==> config.mk <==
export PLATFORM = sky130hd
export DESIGN_NAME = sys_services_arb
export DESIGN_NICKNAME = d
export VERILOG_FILES = /design/src/rtl/sys_services_arb.sv
export SDC_FILE = /design/constraint.sdc
export NUM_CORES = 1
export LEC_CHECK = 0
export CAP_MARGIN = 20
export CORE_MARGIN = 1
export CORE_UTILIZATION = 47
export DETAILED_ROUTE_END_ITERATION = 6
export PLACE_DENSITY_LB_ADDON = 0.12
export SLEW_MARGIN = 20
export SYNTH_ARGS = -nofsm -noshare
export SYNTH_HDL_FRONTEND = slang
export SYNTH_SLANG_ARGS = --single-unit
export TNS_END_PERCENT = 1
==> constraint.sdc <==
create_clock -name clk -period 5.7 [get_ports clk]
set_input_delay 1.71 -clock clk [delete_from_list [all_inputs] [get_ports clk]]
set_output_delay 1.71 -clock clk [all_outputs]
set_load 0.005 [all_outputs]
==> src/rtl/sys_services_arb.sv <==
// Round-robin arbiter that serialises client channel commands onto a single
// system-services request/ack/busy handshake, with per-request timeout and abort.
module sys_services_arb #(
  parameter int NUM_CH      = 4,
  parameter int CMD_W       = 16,
  parameter int STAT_W      = 16,
  parameter int TIMEOUT_CYC = 65535
) (
  input  logic                       clk,
  input  logic                       rst_n,
  input  logic [NUM_CH-1:0]          ch_req,
  input  logic [NUM_CH*CMD_W-1:0]    ch_cmd,
  output logic [NUM_CH-1:0]          ch_ack,
  output logic [STAT_W-1:0]          ch_status,
  output logic                       ch_timeout,
  output logic [CMD_W-1:0]           ss_cmd,
  output logic                       ss_req,
  output logic                       ss_abort,
  input  logic                       ss_ack,
  input  logic                       ss_busy,
  input  logic [STAT_W-1:0]          ss_status,
  output logic                       arb_busy,
  output logic [$clog2(NUM_CH)-1:0]  active_ch
);

  localparam int IDX_W = $clog2(NUM_CH);
  localparam int CNT_W = (TIMEOUT_CYC > 1) ? $clog2(TIMEOUT_CYC) : 1;
  localparam logic [CNT_W-1:0] TMO_LAST = CNT_W'(TIMEOUT_CYC - 1);

  typedef enum logic [2:0] {
    IDLE,
    ISSUE,
    EXEC,
    ABORT,
    DONE
  } state_t;

  state_t            state;
  state_t            next_state;
  logic [IDX_W-1:0]  ptr;
  logic [IDX_W-1:0]  win_idx;
  logic [IDX_W-1:0]  cand;
  logic              win_found;
  logic [CMD_W-1:0]  win_cmd;
  logic [CNT_W-1:0]  tmo_cnt;
  logic              tmo_hit;
  logic              grant;

  // Round-robin search starting at ptr and wrapping upward.
  always_comb begin
    win_found = 1'b0;
    win_idx   = ptr;
    cand      = ptr;
    win_cmd   = '0;
    for (int i = 0; i < NUM_CH; i++) begin
      cand = IDX_W'((int'(ptr) + i) % NUM_CH);
      if (!win_found && ch_req[cand]) begin
        win_found = 1'b1;
        win_idx   = cand;
      end
    end
    for (int k = 0; k < NUM_CH; k++) begin
      if (win_idx == IDX_W'(k)) begin
        win_cmd = ch_cmd[k*CMD_W +: CMD_W];
      end
    end
  end

  assign tmo_hit = (TIMEOUT_CYC != 0) && (tmo_cnt == TMO_LAST);
  assign grant   = (state == IDLE) && win_found;

  always_comb begin
    next_state = state;
    unique case (state)
      IDLE:  if (win_found) next_state = ISSUE;
      ISSUE: begin
        if (ss_ack)       next_state = EXEC;
        else if (tmo_hit) next_state = ABORT;
      end
      EXEC: begin
        if (!ss_busy)     next_state = DONE;
        else if (tmo_hit) next_state = ABORT;
      end
      ABORT: if (!ss_busy) next_state = DONE;
      DONE:  next_state = IDLE;
      default: next_state = IDLE;
    endcase
  end

  always_ff @(posedge clk or negedge rst_n) begin
    if (!rst_n) begin
      state <= IDLE;
    end else begin
      state <= next_state;
    end
  end

  // The counter saturates at the limit so a request that slipped into EXEC on
  // the expiry cycle is aborted on its next busy cycle instead of wrapping.
  always_ff @(posedge clk or negedge rst_n) begin
    if (!rst_n) begin
      ptr       <= '0;
      active_ch <= '0;
      ss_cmd    <= '0;
      tmo_cnt   <= '0;
    end else if (grant) begin
      ss_cmd    <= win_cmd;
      active_ch <= win_idx;
      ptr       <= (win_idx == IDX_W'(NUM_CH - 1)) ? '0 : win_idx + 1'b1;
      tmo_cnt   <= '0;
    end else if ((state == ISSUE || state == EXEC) && !tmo_hit) begin
      tmo_cnt   <= tmo_cnt + 1'b1;
    end
  end

  // Outputs are registered from the next state so they line up with it.
  always_ff @(posedge clk or negedge rst_n) begin
    if (!rst_n) begin
      ss_req     <= 1'b0;
      ss_abort   <= 1'b0;
      arb_busy   <= 1'b0;
      ch_ack     <= '0;
      ch_status  <= '0;
      ch_timeout <= 1'b0;
    end else begin
      ss_req     <= (next_state == ISSUE);
      ss_abort   <= (next_state == ABORT);
      arb_busy   <= (next_state != IDLE);
      ch_ack     <= '0;
      ch_status  <= '0;
      ch_timeout <= 1'b0;
      if (next_state == DONE) begin
        ch_ack     <= NUM_CH'(1) << active_ch;
        ch_status  <= (state == ABORT) ? '1 : ss_status;
        ch_timeout <= (state == ABORT);
      end
    end
  end

endmodule

=== Yosys cells after proc, flatten, opt, wreduce, memory -nomap -nowiden ===
Index checks and enable logic that the tools add are counted.

* Flip-flop bits (word level): 63
* Input bits: 88
* Output and inout bits: 42

* Add/subtract/negate cells: 5
* Order comparisons: 4
* Equal/unequal tests: 10
* Shifts and indexed selects: 1
* Multiplexer cells: 32
* Reduce and logical (&&, ||, !) cells: 14

{| class="wikitable"
|+ Operator list
! cell !! count
|-
| 2-to-1 mux 16 bit || 8
|-
| adder 16 x 1 -> 16 bit, second input constant || 1
|-
| equality test 16 bit, second input constant || 1
|-
| 2-to-1 mux 3 bit || 5
|-
| < comparator 2 x 3 -> 1 bit, second input constant || 4
|-
| one-hot mux 3 bit (4 select lines) || 1
|-
| equality test 3 x 2 -> 1 bit, second input constant || 3
|-
| 2-to-1 mux 1 bit || 9
|-
| binary-select mux 1 bit (select 2 bit) || 4
|-
| 2-to-1 mux 2 bit || 4
|-
| equality test 3 x 1 -> 1 bit, second input constant || 2
|-
| logical AND 1 bit || 5
|-
| adder 2 x 1 -> 2 bit, second input constant || 2
|-
| adder 2 bit, second input constant || 2
|-
| equality test 2 bit, second input constant || 2
|-
| zero test 1 bit || 4
|-
| 2-to-1 mux 4 bit || 1
|-
| << shifter 1 x 2 -> 4 bit, first input constant || 1
|-
| equality test 3 bit, second input constant || 1
|-
| zero test 3 bit || 1
|-
| nonzero test 3 bit || 1
|-
| equality test 2 x 1 -> 1 bit, second input constant || 1
|-
| zero test 2 bit || 1
|-
| nonzero test 2 bit || 1
|-
| logical OR 1 bit || 1
|}

=== Logic depth before layout (Yosys ltp) ===
Gate-level depths: netlist of the first run.

* Word-level depth: 17
* Mapped depth: 10
* Gate-level depth less buffers: 9

=== Least setup slack after synthesis of the first run ===
OpenSTA, ideal clock, no wires.

* Kind: input -> register
* Start: in ch_req[2]
* End: reg ss_cmd[10]
* Setup time: 0.122 ns
* Arrival: 3.456 ns
* Data required time: 5.578 ns
* Setup slack: 2.121 ns
* Cell stages on the path: 10
* Buffers on the path: 2
* Cells stage by stage: nor2b_1 > a221o_1 > o22ai_1 > ha_1 > buf_2 > and2b_1 > buf_4 > a221oi_1 > a211o_1 > a21oi_1

* Word-level cells in the longest chain between the ends: 17
* Elaborated cells between the ends (all ways): 30
* Those cells by class: eq/ne: 3; mux: 19; reduce/logical: 8

{| class="wikitable"
|+ Ends and longest elaborated chain
! what !! line !! text
|-
| start: declaration || 11 || <nowiki>input logic [NUM_CH-1:0] ch_req,</nowiki>
|-
| binary-select mux 1 bit (select 2 bit) || 57 || <nowiki>if (!win_found && ch_req[cand]) begin</nowiki>
|-
| 2-to-1 mux 1 bit (implied by the code) || 57 ||
|-
| 2-to-1 mux 1 bit || 57 ||
|-
| zero test 1 bit || 57 ||
|-
| logical AND 1 bit || 57 ||
|-
| 2-to-1 mux 1 bit || 57 ||
|-
| zero test 1 bit || 57 ||
|-
| logical AND 1 bit || 57 ||
|-
| 2-to-1 mux 1 bit || 57 ||
|-
| zero test 1 bit || 57 ||
|-
| logical AND 1 bit || 57 ||
|-
| 2-to-1 mux 2 bit || 57 ||
|-
| zero test 2 bit || 63 || <nowiki>if (win_idx == IDX_W'(k)) begin</nowiki>
|-
| 2-to-1 mux 16 bit (4 in series) || 63 ||
|-
| end signal: assignment || 107 || <nowiki>ss_cmd <= win_cmd;</nowiki>
|-
| end: declaration || 16 || <nowiki>output logic [CMD_W-1:0] ss_cmd,</nowiki>
|}

Parallel ways exist; a longest one is shown, timed or not. The select of a mux whose other input is x is not followed.
A chain may end at the register's enable or synchronous reset.

=== Worst setup path after layout of the first run ===
* Start: in ch_req[1]
* End: reg ss_cmd[1]

Same word-level chain as after synthesis.

==> impl_metrics.tcl, run 1 <==
set metrics [dict create \
    root_buffer "clkbuf_8" \
    clock-skew-final_ns 0.00639 \
    outcome "finished clean" \
    firstDrtPassIters 4 \
    grt_pass1_vias 3137 \
    synthesis.nets 433 \
    hpwl_um 6230 \
    r2r_end "ss_cmd[1]" \
    setup_ws_ns 1.18 \
    power.total_uw 1970 \
    num_rows 30 \
    swShare 0.382 \
    synthSimpleGateAreaFrac 0.161 \
    rsz0062_at_grt "false" \
    grt.total_usage 0.248 \
    yosysTopAreaCell "dfrtp_1" \
    synth_area_leaders "dfrtp_1, a21oi_1, a211o_1, a221oi_1, o21a_1" \
    synthAdderAreaFrac 0.0226 \
    min_delay_path_depth 2 \
    antenna_found_initial 0 \
    postRouteAntennaNets 0 \
    leakage_uw 0.00206 \
    drive_above_1_share 0.0587 \
    initial_core_util 0.488 \
    synth_top_cell_area_share 0.475 \
    setup_viol 0 \
    cp_data_required_time_ns 5.92 \
    routed_wl_um 8790 \
    startpoint_type "input pin" \
    r2r_start "ptr[1]" \
    seq_power_share 0.357 \
    overflow 0 \
    ios 130 \
    max_freq_ghz 0.221 \
    hold_start "ss_cmd[14]" \
    post_cts_buffers 0 \
    cts_sinks 63 \
    clk_pin_slew_worst_paths_ns 0.07 \
    drtIter0Drc 142 \
    arrival_ns 4.74 \
    ys_warn_count 0 \
    fin_area_mm2 0.00476 \
    slew_headroom 0.299 \
    post_cts_resized 0 \
    synthXorXnorAreaFrac 0.0109 \
    vias 3136 \
    irDropWorstVdd_mv 0.255 \
    die_w_um 86.0 \
    reg2reg_slack_ns 2.75 \
    avgSynthCellArea_um2 9.78 \
    path_max_fanout 18 \
    pwr-share-clk 0.164 \
    synth_seq_area_share 0.475 \
    nets 552 \
    die_area_mm2 0.00740 \
    portBuffers 129 \
    die_h_um 86.0 \
    crit_type "input pin to flip-flop" \
    synthArstFlopShare 1.00 \
    fp.coreArea_mm2 0.00679 \
    synth.cell_area_mm2 0.00332 \
    syn_inst 339 \
    powerDensity_mw_per_mm2 413 \
    hold_end "ss_cmd[14]" \
    finalSetupTns_ns 0 \
    period_share 0.793 \
    whs_ns 0.514 \
    worstRegToRegCells 8 \
    end_kind "flip-flop" \
    drv_cap 0 \
    ys_top_cells_by_count "dfrtp_1, a21oi_1, nor2_1" \
    clk_latency_ns 0.33 \
    htree_levels 3 \
    cts_tree "done" \
    grt_max_degree 64 \
    diodes 0 \
    synth_edf_count 0 \
    hold_class "flip-flop to flip-flop" \
    grt_pass1_wl_um 14400 \
    synth_cell_types 50 \
    synth_top_family_by_area "compound AO/OA/AOI/OAI gates" \
    drt-vias-per-instance 5.64 \
    ctsHoldBuffers 0 \
    globalplace.congestion 0.818 \
    combPwrFrac 0.479 \
    pre_cts_slack_ns 0.887 \
    ys_seq_elements 63 \
    synth-compound-area-share 0.244 \
    tightest_slew_ns 1.05 \
    layout_min_cycle_time_ns 4.52 \
    synthMuxAreaShare 0.0181 \
    place_area_mm2 0.00461 \
    wl_per_cell_um 15.8 \
    cell_internal_pwr_uw 1210 \
    synthFlopType "dfrtp_1" \
    power.net_switching_uw 751 \
    yosysMostFrequentCell "dfrtp_1" \
    finalHoldViolCount 0 \
    cts_buffer_depth 2 \
    syn2layout_area_growth_pct 43.6 \
    report.final.slew_viol_count 0 \
    post-route-drc-count 0 \
    cts_buffers 9 \
]
-- worst max-delay path by stage --
stage / start / to / cells after the start
CTS: ch_req[1] / ss_cmd[9] / 9
global route: ch_req[1] / ss_cmd[1] / 9
finish: ch_req[1] / ss_cmd[1] / 9
global placement: ch_req[1] / ss_cmd[0] / 9
floorplan: ch_req[2] / ss_cmd[10] / 10
detailed placement: ch_req[1] / ss_cmd[9] / 9
-- metrics by stage --
step	std cells	util
floorplan	339	-
global placement	543	0.678
detailed placement	543	0.678
CTS	556	0.700
global route	556	0.701
finish	556	0.701
-- critical path: stages --
cell	delay (ns)
clkdlybuf4s50_1	0.56
nor2_1	0.07
a221o_1	0.34
o22ai_1	0.32
ha_1	0.66
and2b_1	0.46
a221oi_1	0.39
a211o_1	0.16
a21oi_1	0.06
-- layer usage --
metal	part of all wire	global-route usage
met5	0	0
met4	0.023	0.108
met3	0.080	0.0731
met2	0.50	0.414
met1	0.40	0.297
-- flip-flops by register name, summed over array words and instances (netlist names) --
register and cells:
ptr 2, ss_cmd 16, arb_busy 1, active_ch 2, ss_req 1, ch_ack 4
tmo_cnt 16, state 3, ch_status 16, ch_timeout 1, ss_abort 1
-- power by group through the flow --
stage / clock network, µW / registers, µW / logic [µW]
floorplan: 0 / 658 / 632
global placement: 0 / 703 / 906
detailed placement: 0 / 707 / 935
CTS: 327 / 702 / 941
global route: 343 / 720 / 1040
finish: 322 / 703 / 941
-- layout make-up --
cell class                      instances  area (µm²)
Clock buffer                           11         141
Clock inverter                          2        10.0
Fill cell                             522        2030
Inverter                               23        86.3
Multi-Input combinational cell        230        1530
Sequential cell                        63        1580
Tap cell                               96         120
Timing Repair Buffer                  131        1300
-- logic make-up after synthesis --
kind of cell | Yosys count
adder cells (fa/ha/maj) | 6
XOR/XNOR | 2
flip-flops | 63
buffers and inverters | 46
AND/OR/NAND/NOR | 99
multiplexers | 6
AO/OA/AOI/OAI | 117
-- layout by cell type (no fill, tap or decap), drive strengths merged, types with 5 or more instances in the layout --
cell and count:
a211o 16, a21oi 37, a221oi 16, a31oi 6, and2 5, clkbuf 11
clkdlybuf4s50 128, dfrtp 63, ha 6, inv 23, mux2i 6, nand2 22
nand3 6, nand4 8, nor2 28, nor3 5, o21a 16, o21ai 11
(Power assumes the default switching activity.)
==> run 2, diff against run 1 <==
--- a/config.mk
+++ b/config.mk
@@ -7,7 +7,7 @@
 export LEC_CHECK = 0
 export CAP_MARGIN = 20
 export CORE_MARGIN = 1
-export CORE_UTILIZATION = 47
+export CORE_UTILIZATION = 44
 export DETAILED_ROUTE_END_ITERATION = 6
 export PLACE_DENSITY_LB_ADDON = 0.12
 export SLEW_MARGIN = 20
==> constraint.sdc (replaced) <==
create_clock -name clk -period 4.18 [get_ports clk]
set_input_delay 1.254 -clock clk [delete_from_list [all_inputs] [get_ports clk]]
set_output_delay 1.254 -clock clk [all_outputs]
set_load 0.005 [all_outputs]
==> impl_metrics.tcl, run 2 (same netlist as run 1, synthesis figures left out) <==
set metrics [dict create \
    die_h_um 88.8 \
    irDropWorstVdd_mv 0.273 \
    cp_top_family "compound AO/OA/AOI/OAI gates" \
    routed_wl_um 8880 \
    combPwrFrac 0.459 \
    cts_tree "done" \
    grt.total_usage 0.240 \
    clk_latency_ns 0.33 \
    clock-skew-final_ns 0.00779 \
    outcome "finished clean" \
    num_rows 31 \
    leakage_uw 0.00213 \
    pwr-share-clk 0.211 \
    setup_viol 0 \
    cell_internal_pwr_uw 1840 \
    overflow 0 \
    ctsHoldBuffers 0 \
    initial_core_util 0.457 \
    path_max_fanout 15 \
    power.net_switching_uw 1050 \
    place_area_mm2 0.00465 \
    htree_levels 3 \
    reg_top3 "ch_status: 16 flops, ss_cmd: 16 flops, tmo_cnt: 16 flops" \
    mostFrequentLayoutCell "clkdlybuf4s50_1" \
    grt_pass1_wl_um 14300 \
    grt_max_degree 35 \
    hpwl_um 6470 \
    max_freq_ghz 0.290 \
    drtIter0Drc 150 \
    layout.cells.most_common_list "clkdlybuf4s50_1, dfrtp_1, a21oi_1, nor2_1, inv_1" \
    tightest_slew_ns 0.970 \
    antenna_found_initial 0 \
    cts_buffers 9 \
    drt-vias-per-instance 5.38 \
    globalplace.congestion 0.798 \
    powerDensity_mw_per_mm2 590 \
    rsz0062_at_grt "false" \
    slew_headroom 0.353 \
    grt_pass1_vias 3001 \
    num-fill-cells 588 \
    nets 559 \
    firstDrtPassIters 4 \
    end_kind "flip-flop" \
    startpoint_type "input pin" \
    finalHoldViolCount 0 \
    crit_type "input pin to flip-flop" \
    fin_area_mm2 0.00490 \
    cp_slowest_cell "clkdlybuf4s50_1" \
    ios 130 \
    drive_above_1_share 0.0766 \
    post_cts_buffers 0 \
    seq_power_share 0.330 \
    cts_sinks 63 \
    cp_num_buf_inv 2 \
    syn2layout_area_growth_pct 47.8 \
    swShare 0.363 \
    max_stage_delay_ns 0.56 \
    die_w_um 88.8 \
    drv_cap 0 \
    root_buffer "clkbuf_8" \
    finalSetupTns_ns 0 \
    die_area_mm2 0.00789 \
    clk_pin_slew_worst_paths_ns 0.07 \
    fp.coreArea_mm2 0.00725 \
    postRouteAntennaNets 0 \
    crit_chain "clkdlybuf4s50_1 > nor2_1 > a221o_1 > o22ai_1 > ha_1 > and2b_1 > buf_4 > a221oi_1 > a211o_1 > a21oi_1" \
    post-route-drc-count 0 \
    period_share 0.824 \
    post_cts_resized 0 \
    vias 3059 \
    cts_buffer_depth 2 \
    report.final.slew_viol_count 0 \
    layout_min_cycle_time_ns 3.44 \
    portBuffers 129 \
    diodes 0 \
    hold_class "flip-flop to flip-flop" \
    arrival_ns 3.67 \
    wl_per_cell_um 15.6 \
    cp_data_required_time_ns 4.40 \
]
run 2: layout make-up:
cell class / instances / area, µm² / area share
Clock inverter: 5 / 80.1 / 0.0163
Multi-Input combinational cell: 230 / 1520 / 0.310
Clock buffer: 11 / 151 / 0.0309
Sequential cell: 63 / 1580 / 0.322
Tap cell: 99 / 124 / 0.0253
Timing Repair Buffer: 138 / 1360 / 0.278
Inverter: 23 / 86.3 / 0.0176
run 2: worst paths after layout:
| kind | from | endpoint | slack [ns] | cells past startpoint |
|---|---|---|---|---|
| min in group asynchronous | rst_n | state[2] | 0.99 | 1 |
| max in group asynchronous | rst_n | ss_cmd[4] | 2.32 | 2 |
| setup / recovery | ch_req[1] | ss_cmd[1] | 0.74 | 10 |
| hold / removal | ss_cmd[14] | ss_cmd[14] | 0.51 | 2 |
| hold reg to reg | ss_cmd[14] | ss_cmd[14] | 0.51 | 2 |
| setup reg to reg | ptr[1] | ss_cmd[1] | 1.85 | 9 |
run 2: stage by stage:
step / hold slack [ns] / power [µW] / util / worst slack [ns] / instances
after global placement: 0.480 / 2230 / 0.642 / 0.513 / 552
after detailed placement: 0.492 / 2270 / 0.642 / 0.408 / 552
final: 0.507 / 2890 / 0.676 / 0.737 / 569
after floorplan: 0.468 / 1760 / - / 1.06 / 339
after global routing: 0.559 / 3100 / 0.676 / 0.544 / 569
after CTS: 0.508 / 2890 / 0.674 / 0.748 / 568
run 2: metal layers:
metal | wire length, µm | track usage | up-vias
li1 | - | - | 1481
met1 | 3780 | 0.298 | 1444
met2 | 4370 | 0.397 | 120
met3 | 619 | 0.0597 | 14
met4 | 120 | 0.106 | 0
met5 | 0 | 0 | -
run 2: worst register-to-register path, delay by kind of cell (launching register included):
family	cells	cell delay (ns)
compound gates	5	1.12
flops	1	0.42
simple gates	2	0.25
fa+ha+maj	1	0.24
buf+inv	1	0.19
run 2: power groups by stage:
stage	sequential, µW	combinational, µW	clock (µW)
floorplan	897	862	0
global placement	960	1270	0
detailed placement	962	1310	0
CTS	954	1320	618
global route	985	1480	640
finish	955	1330	609
